### config.mk
export PLATFORM = sky130hd
export DESIGN_NAME = gray_sweep_controller_flat
export DESIGN_NICKNAME = d
export VERILOG_FILES = /design/src/rtl/gray_sweep_controller_if.sv /design/src/rtl/gray_sweep_controller.sv /design/src/flat_wrapper.sv
export SDC_FILE = /design/constraint.sdc
export NUM_CORES = 1
export LEC_CHECK = 0
export CAP_MARGIN = 10
export CELL_PAD_IN_SITES_DETAIL_PLACEMENT = 0
export CELL_PAD_IN_SITES_GLOBAL_PLACEMENT = 2
export CORE_MARGIN = 2
export CORE_UTILIZATION = 38
export DETAILED_ROUTE_END_ITERATION = 10
export DONT_BUFFER_PORTS = 1
export MAX_ROUTING_LAYER = met4
export PLACE_DENSITY = 0.79
export SKIP_CTS_REPAIR_TIMING = 1
export SLEW_MARGIN = 20
export SYNTH_ARGS = -nofsm -noshare
export SYNTH_HDL_FRONTEND = slang
export SYNTH_SLANG_ARGS = --single-unit
### constraint.sdc
create_clock -name i_clk -period 2.8 [get_ports i_clk]
set_clock_uncertainty 0.2 [all_clocks]
set_input_delay 0.84 -clock i_clk [delete_from_list [all_inputs] [get_ports i_clk]]
set_output_delay 0.84 -clock i_clk [all_outputs]
set_load 0.03 [all_outputs]
### src/rtl/gray_sweep_controller_if.sv
// Control/status bundle between a sweep sequencer and the Gray-code sweep controller.
// Latency: none (wires only); the controller registers every output it drives.
// Backpressure: none; start/stop/step are level requests sampled every clock.
interface gray_sweep_controller_if #(
    parameter int WIDTH = 3
);
    logic             i_start;
    logic             i_stop;
    logic             i_dir;
    logic             i_mode;
    logic             i_step;
    logic [WIDTH-1:0] o_gray;
    logic             o_valid;
    logic             o_busy;
    logic             o_done;
    logic             o_err;

    // Sequencer side: issues requests, observes codes and status.
    modport master (
        output i_start, i_stop, i_dir, i_mode, i_step,
        input  o_gray, o_valid, o_busy, o_done, o_err
    );

    // Controller side.
    modport slave (
        input  i_start, i_stop, i_dir, i_mode, i_step,
        output o_gray, o_valid, o_busy, o_done, o_err
    );
endinterface

### src/rtl/gray_sweep_controller.sv
// Sweeps all 2^WIDTH Gray codes up/down, free-running every DIV clocks or one code per step.
// Latency: start/step/timer -> new registered gray + valid on the next clock edge.
// Backpressure: none; stop aborts immediately, optional checker via GRAY_SWEEP_CHECK_EN.
module gray_sweep_controller #(
    parameter int WIDTH = 3,
    parameter int DIV   = 4
) (
    input  logic                   i_clk,
    input  logic                   i_rst_n,
    gray_sweep_controller_if.slave io_bus
);
    localparam int               CW       = $clog2(DIV) + 1;
    localparam logic [WIDTH-1:0] BIN_MAX  = '1;
    localparam logic [CW-1:0]    CNT_LAST = CW'(DIV - 1);

    typedef enum logic [1:0] {
        S_IDLE,
        S_RUN,
        S_STEP,
        S_FIN
    } state_t;

    state_t           r_state;
    state_t           w_state_nxt;
    logic [WIDTH-1:0] r_bin;
    logic [WIDTH-1:0] w_bin_nxt;
    logic [CW-1:0]    r_cnt;
    logic [CW-1:0]    w_cnt_nxt;
    logic [WIDTH-1:0] r_gray;
    logic [WIDTH-1:0] w_gray_nxt;
    logic             r_valid;
    logic             w_valid_nxt;
    logic             r_dir;
    logic             w_dir_nxt;
    logic             w_adv;
    logic             w_term;
    logic [WIDTH-1:0] w_bin_step;

    function automatic logic [WIDTH-1:0] bin2gray(input logic [WIDTH-1:0] b);
        return b ^ (b >> 1);
    endfunction

    // Terminal code is checked before any increment, so bin never wraps mid-sweep.
    assign w_term     = r_dir ? (r_bin == '0) : (r_bin == BIN_MAX);
    assign w_bin_step = r_dir ? (r_bin - WIDTH'(1)) : (r_bin + WIDTH'(1));

    // Next-state and datapath decode; stop outranks start, step and the rate timer.
    always_comb begin
        w_state_nxt = r_state;
        w_bin_nxt   = r_bin;
        w_cnt_nxt   = r_cnt;
        w_gray_nxt  = r_gray;
        w_valid_nxt = 1'b0;
        w_dir_nxt   = r_dir;
        w_adv       = 1'b0;
        case (r_state)
            S_IDLE: begin
                if (io_bus.i_start && !io_bus.i_stop) begin
                    w_dir_nxt   = io_bus.i_dir;
                    w_bin_nxt   = io_bus.i_dir ? BIN_MAX : '0;
                    w_gray_nxt  = io_bus.i_dir ? bin2gray(BIN_MAX) : '0;
                    w_valid_nxt = 1'b1;
                    w_cnt_nxt   = '0;
                    w_state_nxt = io_bus.i_mode ? S_STEP : S_RUN;
                end
            end
            S_RUN: begin
                if (io_bus.i_stop) begin
                    w_state_nxt = S_IDLE;
                    w_cnt_nxt   = '0;
                end else if (r_cnt == CNT_LAST) begin
                    w_cnt_nxt = '0;
                    w_adv     = 1'b1;
                end else begin
                    w_cnt_nxt = r_cnt + CW'(1);
                end
            end
            S_STEP: begin
                if (io_bus.i_stop) begin
                    w_state_nxt = S_IDLE;
                    w_cnt_nxt   = '0;
                end else begin
                    w_adv = io_bus.i_step;
                end
            end
            S_FIN: begin
                w_state_nxt = S_IDLE;
            end
            default: begin
                w_state_nxt = S_IDLE;
            end
        endcase

        if (w_adv) begin
            if (w_term) begin
                w_state_nxt = S_FIN;
            end else begin
                w_bin_nxt   = w_bin_step;
                w_gray_nxt  = bin2gray(w_bin_step);
                w_valid_nxt = 1'b1;
            end
        end
    end

    // State and datapath registers.
    always_ff @(posedge i_clk) begin
        if (!i_rst_n) begin
            r_state <= S_IDLE;
            r_bin   <= '0;
            r_cnt   <= '0;
            r_gray  <= '0;
            r_valid <= 1'b0;
            r_dir   <= 1'b0;
        end else begin
            r_state <= w_state_nxt;
            r_bin   <= w_bin_nxt;
            r_cnt   <= w_cnt_nxt;
            r_gray  <= w_gray_nxt;
            r_valid <= w_valid_nxt;
            r_dir   <= w_dir_nxt;
        end
    end

    assign io_bus.o_gray  = r_gray;
    assign io_bus.o_valid = r_valid;
    assign io_bus.o_busy  = (r_state == S_RUN) || (r_state == S_STEP);
    assign io_bus.o_done  = (r_state == S_FIN);

`ifdef GRAY_SWEEP_CHECK_EN
    logic             r_err;
    logic             w_start_acc;
    logic [WIDTH-1:0] w_diff;
    logic             w_bad;

    // The first code of a sweep comes from an accepted start and is exempt.
    assign w_start_acc = (r_state == S_IDLE) && io_bus.i_start && !io_bus.i_stop;
    assign w_diff      = w_gray_nxt ^ r_gray;
    assign w_bad       = w_valid_nxt && !w_start_acc &&
                         ((w_diff == '0) || ((w_diff & (w_diff - WIDTH'(1))) != '0));

    // Sticky single-bit-change error, cleared by reset or an accepted start.
    always_ff @(posedge i_clk) begin
        if (!i_rst_n) begin
            r_err <= 1'b0;
        end else if (w_start_acc) begin
            r_err <= 1'b0;
        end else if (w_bad) begin
            r_err <= 1'b1;
        end
    end

    assign io_bus.o_err = r_err;
`else
    assign io_bus.o_err = 1'b0;
`endif

endmodule
### src/flat_wrapper.sv
// flat-port wrapper written by rule: the top's interface ports become plain ports
module gray_sweep_controller_flat 
#(
    parameter int WIDTH = 3,
    parameter int DIV   = 4
)
  (i_clk, i_rst_n, io_bus_i_start, io_bus_i_stop, io_bus_i_dir, io_bus_i_mode, io_bus_i_step, io_bus_o_gray, io_bus_o_valid, io_bus_o_busy, io_bus_o_done, io_bus_o_err);
  gray_sweep_controller_if #(.WIDTH(WIDTH)) io_bus_i ();
  input  logic i_clk;
  input  logic i_rst_n;
  input wire logic [$bits(io_bus_i.i_start)-1:0] io_bus_i_start;
  input wire logic [$bits(io_bus_i.i_stop)-1:0] io_bus_i_stop;
  input wire logic [$bits(io_bus_i.i_dir)-1:0] io_bus_i_dir;
  input wire logic [$bits(io_bus_i.i_mode)-1:0] io_bus_i_mode;
  input wire logic [$bits(io_bus_i.i_step)-1:0] io_bus_i_step;
  output wire logic [$bits(io_bus_i.o_gray)-1:0] io_bus_o_gray;
  output wire logic [$bits(io_bus_i.o_valid)-1:0] io_bus_o_valid;
  output wire logic [$bits(io_bus_i.o_busy)-1:0] io_bus_o_busy;
  output wire logic [$bits(io_bus_i.o_done)-1:0] io_bus_o_done;
  output wire logic [$bits(io_bus_i.o_err)-1:0] io_bus_o_err;
  assign io_bus_i.i_start = io_bus_i_start;
  assign io_bus_i.i_stop = io_bus_i_stop;
  assign io_bus_i.i_dir = io_bus_i_dir;
  assign io_bus_i.i_mode = io_bus_i_mode;
  assign io_bus_i.i_step = io_bus_i_step;
  assign io_bus_o_gray = io_bus_i.o_gray;
  assign io_bus_o_valid = io_bus_i.o_valid;
  assign io_bus_o_busy = io_bus_i.o_busy;
  assign io_bus_o_done = io_bus_i.o_done;
  assign io_bus_o_err = io_bus_i.o_err;
  gray_sweep_controller #(.WIDTH(WIDTH), .DIV(DIV)) u_core (.i_clk(i_clk), .i_rst_n(i_rst_n), .io_bus(io_bus_i));
endmodule
# Yosys cells after proc, flatten, opt, wreduce, memory -nomap -nowiden
# Cells that the tools add are included.
[word_totals]
reg_bits = 13
latchBits = 0
mem_bits_rw = 0
romBits = 0
in_bits = 7
output_inout_bits = 7
word_cells = 57
n_memories = 0
[op_classes]
add_sub_neg = 3
mul = 0
div_mod_pow = 0
magnitude_cmp = 0
n_eq_ne = 7
n_shift = 0
mux = 31
n_bitwise = 1
reduce_logical = 9
[ops]
columns = ["op", "n"]
rows = [
  ["$mux 3", 15],
  ["$mux 2", 5],
  ["$pmux 3 s3", 1],
  ["$mux 1", 8],
  ["$add 3x1->3 const B", 2],
  ["$pmux 2 s3", 1],
  ["$eq 2x2->1 const B", 2],
  ["$eq 3x2->1 const B", 1],
  ["$eq 3x3->1 const B", 1],
  ["$logic_not 3->1", 1],
  ["$reduce_and 3->1", 1],
  ["$reduce_bool 3->1", 1],
  ["$sub 3x1->3 const B", 1],
  ["$xor 3x2->3", 1],
  ["$eq 2x1->1 const B", 1],
  ["$logic_not 2->1", 1],
  ["$ne 2x1->1 const B", 1],
  ["$ne 2x2->1 const B", 1],
  ["$pmux 1 s2", 1],
  ["$reduce_and 2->1", 1],
  ["$reduce_or 2->1", 1],
  ["$logic_and 1x1->1", 1],
  ["$logic_not 1->1", 1],
  ["$logic_or 1x1->1", 1],
]

# Logic depth before layout (Yosys ltp)
[logic_depth]
word_depth = 6
depth_mapped = 6
ltp_nobuf = 6

# Worst setup path after synthesis
# OpenSTA, ideal clock, no wires.
[synth_path]
kind = "reg-to-reg"
from = "register u_core.r_state[0]"
to = "register u_core.r_gray[2] (netlist: u_core.io_bus.o_gray[2])"
setup_time_ns = 0.129
arrival_time_ns = 1.669
t_required_ns = 2.471
setup_slack_ns = 0.802
path_stages_with_launch = 7
path_buffers = 0
synth_period_minus_slack_ns = 1.998
path_cell_list = "dfxtp_1 > inv_1 > ha_1 > inv_1 > a211o_1 > o31ai_1 > a31oi_1"
[synth_via]
elab_chain_cells = 4
[synth_rtl]
columns = ["item", "line_no", "text"]
rows = [
  ["start, declared", "gray_sweep_controller.sv:23", "state_t r_state;"],
  ["start signal, assigned", "gray_sweep_controller.sv:115", "r_state <= w_state_nxt;"],
  ["$logic_not 2->1", "gray_sweep_controller.sv:56", "case (r_state)"],
  ["$mux 3", "gray_sweep_controller.sv:56", ""],
  ["$mux 3", "gray_sweep_controller.sv:95", "if (w_term) begin"],
  ["$mux 3 *", "gray_sweep_controller.sv:94", "if (w_adv) begin"],
  ["end signal, assigned", "gray_sweep_controller.sv:118", "r_gray <= w_gray_nxt;"],
  ["end, declared", "gray_sweep_controller.sv:29", "logic [WIDTH-1:0] r_gray;"],
]
# Mark *: on every way between the ends. The rest lies on a longest branch, timed or not.
# A chain may end at the register's enable or synchronous reset.

# Worst setup path after layout
[layout_path]
from = "register u_core.r_state[0]"
to = "output port io_bus_o_busy"
[layout_via]
elab_chain_cells = 2
[layout_rtl]
columns = ["item", "line_no", "text"]
rows = [
  ["$eq 2x1->1 or $eq 2x2->1 (tied branches)", "gray_sweep_controller.sv:126", "assign io_bus.o_busy = (r_state == S_RUN) || (r_state == S_STEP);"],
  ["$logic_or 1x1->1 *", "gray_sweep_controller.sv:126", ""],
  ["end, declared", "flat_wrapper.sv:18", "output wire logic [$bits(io_bus_i.o_busy)-1:0] io_bus_o_busy;"],
]
# Marked as above.

==> impl_results.md <==
- Minimum clock period: 2.356 ns
- Max-cap violations: 0
- Final wirelength: 1.686 mm
- CP Depth: 2
- Maximum vdd ir drop: 0.1861 mV
- Area of placed instances: 855.8 um^2
- Data required, critical path: 1.76 ns
- Hold Violations, Final: 0
- Clock sink total: 13
- IO Pins: 14
- Total number of nets in the final design: 114
- FF+latch count, synth: 13
- Synth Area in Adders: 11.41%
- Reg2reg path depth: 6
- Leakage: 0.3179 nW
- 1st-iter DRT viols: 10
- Total congestion overflow after global routing: 0
- TritonCTS clock tree: built
- Setup violation total in the final timing report: 0
- Place WS: 0.5711 ns
- Final hold slack: 0.2793 ns
- Flip-flop cell with the highest count after synthesis: sky130_fd_sc_hd__dfxtp_1
- Accumulated negative setup slack: 0 ns
- PnR worst setup slack: 0.4438 ns
- Setup repair after global routing missed its margin: false
- Worst Setup SP: u_core.r_state[0]
- Worst min-delay path startpoint: u_core.r_cnt[1]
- Site row count: 16
- Worst flop-to-flop path startpoint: u_core.r_state[0]
- Crit Path Max Fanout: 5
- Core utilization of the finished layout: 43.63%
- Clock slew at the register clock pins of the worst setup and hold paths: 0.08 ns
- Max incr delay on CP: 0.52 ns
- Share of the yosys chip area belonging to registers: 31.23%
- Worst-case clock buffer depth: 2
- Core area: 2022 um^2
- Dominant combinational cell family by area after synthesis: simple AND/OR/NAND/NOR gates
- Number of fillers in the final layout: 213
- Post-Synthesis Cells: 97
- Cell area after layout: 882.1 um^2
- Xor and xnor area share after synthesis: 4.204%
- Depth of the CTS H-tree: 1
- Max-slew violation total from the final report: 0
- Area fraction in compound gates after synthesis: 23.72%
- Area Overhead vs Synth: 5.856%
- Post-Synth Simple-Gate Area: 24.02%
- Total number of vias: 679
- Peak Freq: 0.4244 GHz
- Number of buffers created by CTS: 3
- Final antenna-violating net count: 0
- Post-synthesis net count: 111
- Vias in the first global route: 641
- Worst setup SP type: flip-flop
- Global Route Usage Sum: 14.87%
- Delay-heaviest family, CP: adder cells
- Share of the cycle needed by the critical path after routing: 84.15%
- Layout cell share with drive strength beyond 1: 9.091%
- Horizontal extent of the die: 50.83 um
- Clock Root Buffer: sky130_fd_sc_hd__clkbuf_4
- Vias per cell: 5.389
- Post-Synthesis Cell Area: 833.3 um^2
- Slowest stage cell, crit path: sky130_fd_sc_hd__ha_1
- Proportion of register bits with asynchronous set or reset after synthesis: 0%
- Pre-Repair DR Iteration Count: 4
- Cell depth of the worst hold path: 2
- Routed len/inst: 13.38 um
- First-pass GRT wire length: 2.815 mm
- Cell-by-cell trace of the critical path: inv_1 > ha_1
- Avg Cell Area, Syn: 8.591 um^2
- Effective utilization at floorplan: 41.21%
- Die Footprint: 2584 um^2
- Synth warn: 0
- Number of distinct standard cells referenced by the synthesized netlist: 37
- Number of design rule violations left after detail routing: 0
- Count of buffering cells on the critical path with inverters included: 1
- Weighted congestion at the end of routability-driven global placement: 0.8038
- Vertical die dimension: 50.83 um
- Critical setup path kind: reg2out
- Total half-perimeter wirelength after legalization and detailed placement: 1.325 mm
- Port-buffer cells: 0
- Post-synth EDFFs: 0
- Initial antenna violation count: 0
- Power density over the cells: 428.6 nW/um^2
- Run status: complete, no violations
- Maximum number of pins on one net before global-route repair: 11
- Crit path arrival time: 1.32 ns
- Multiplexer area fraction after synthesis: 0%
- Later-pin clock latency in the skew report: 0.27 ns
- Tightest Hold Check Type: reg2reg
- Type of destination of the critical path: output pin
- Antenna cells: 0
-- flip-flops by register name, summed over array words and instances, names as in the netlist --
| register | cells |
|---|---|
| u_core.io_bus.o_gray | 3 |
| u_core.r_bin | 3 |
| u_core.r_cnt | 3 |
| u_core.r_state | 2 |
| u_core.io_bus.o_valid | 1 |
| u_core.r_dir | 1 |
-- synth_stat cells, types with 2 or more instances --
library cell               instances  area share, %
sky130_fd_sc_hd__a21oi_1           9            5.4
sky130_fd_sc_hd__a31oi_1           2            1.5
sky130_fd_sc_hd__and3_1            2            1.5
sky130_fd_sc_hd__dfxtp_1          13             31
sky130_fd_sc_hd__ha_1              6            9.0
sky130_fd_sc_hd__inv_1             8            3.6
sky130_fd_sc_hd__nand2_1          10            4.5
sky130_fd_sc_hd__nand2b_1          3            2.3
sky130_fd_sc_hd__nand3_1           3            1.8
sky130_fd_sc_hd__nand3b_1          3            2.7
sky130_fd_sc_hd__nor2_1            3            1.4
sky130_fd_sc_hd__nor2b_1           2            1.5
sky130_fd_sc_hd__nor3_1            3            1.8
sky130_fd_sc_hd__o21a_1            2            1.8
sky130_fd_sc_hd__o21ai_0           2            1.2
sky130_fd_sc_hd__o31a_1            2            2.1
sky130_fd_sc_hd__o31ai_1           2            1.8
sky130_fd_sc_hd__xnor2_1           3            3.2
-- worst register-to-register path, cell delays in order (launching register included) --
cell and delay, ns:
sky130_fd_sc_hd__dfxtp_1 0.41, sky130_fd_sc_hd__inv_1 0.11, sky130_fd_sc_hd__ha_1 0.52, sky130_fd_sc_hd__inv_1 0.14, sky130_fd_sc_hd__a211o_1 0.32, sky130_fd_sc_hd__o31ai_1 0.37, sky130_fd_sc_hd__a31oi_1 0.07
-- power breakdown --
group	internal (W)	switching [W]
Combinational	0.0000247	0.0000361
Clock	0.0000551	0.0000615
Sequential	0.000191	0.00000976
-- layout make-up --
cell class                      instances  area [um^2]  share of cell area, %
Inverter                                8        30.03                  3.404
Clock buffer                            4        26.28                  2.979
Tap cell                               27        33.78                  3.830
Sequential cell                        13        260.3                  29.50
Multi-Input combinational cell         74        531.8                  60.28
-- through the flow --
| step | total power (W) | cells |
|---|---|---|
| 2_1_floorplan | 0.0002574 | 97 |
| 4_1_cts | 0.0003840 | 126 |
| 6_report | 0.0003781 | 126 |
| 3_3_place_gp | 0.0002662 | 122 |
| 5_1_grt | 0.0003991 | 126 |
| 3_5_place_dp | 0.0002658 | 122 |
-- routing by layer --
| metal | wire length, um | up-vias | track usage, % |
|---|---|---|---|
| li1 | - | 347 | - |
| met1 | 837 | 312 | 19.01 |
| met2 | 742 | 15 | 22.15 |
| met3 | 89 | 5 | 5.556 |
| met4 | 17 | 0 | 4.054 |
| met5 | 0 | - | - |
-- kinds of logic after synthesis --
kind of cell,count (synthesis)
AO/OA/AOI/OAI,27
XOR/XNOR,4
adder cells (fa/ha/maj),7
buffers and inverters,10
flip-flops,13
other,1
AND/OR/NAND/NOR,35
-- final timing paths --
path                                  end  slack, ns
setup reg to reg  u_core.io_bus.o_gray[2]       0.54
setup / recovery            io_bus_o_busy       0.44
hold / removal            u_core.r_cnt[1]       0.28
hold reg to reg           u_core.r_cnt[1]       0.28
-- placed cells by master, fill, tap and decap left out, types with 2 or more instances in the layout --
| master | instances |
|---|---|
| sky130_fd_sc_hd__nor2b_1 | 2 |
| sky130_fd_sc_hd__nand2b_1 | 3 |
| sky130_fd_sc_hd__nor3_1 | 3 |
| sky130_fd_sc_hd__a31oi_1 | 2 |
| sky130_fd_sc_hd__o31a_1 | 2 |
| sky130_fd_sc_hd__xnor2_1 | 3 |
| sky130_fd_sc_hd__nand3_1 | 3 |
| sky130_fd_sc_hd__nand2_1 | 10 |
| sky130_fd_sc_hd__inv_1 | 8 |
| sky130_fd_sc_hd__a21oi_1 | 9 |
| sky130_fd_sc_hd__nor2_1 | 3 |
| sky130_fd_sc_hd__dfxtp_1 | 13 |
| sky130_fd_sc_hd__nand3b_1 | 3 |
| sky130_fd_sc_hd__o31ai_1 | 2 |
| sky130_fd_sc_hd__and3_1 | 2 |
| sky130_fd_sc_hd__clkbuf_4 | 3 |
| sky130_fd_sc_hd__o21ai_0 | 2 |
| sky130_fd_sc_hd__ha_1 | 6 |
| sky130_fd_sc_hd__o21a_1 | 2 |
Note: power is estimated with default switching activity, not from simulation.
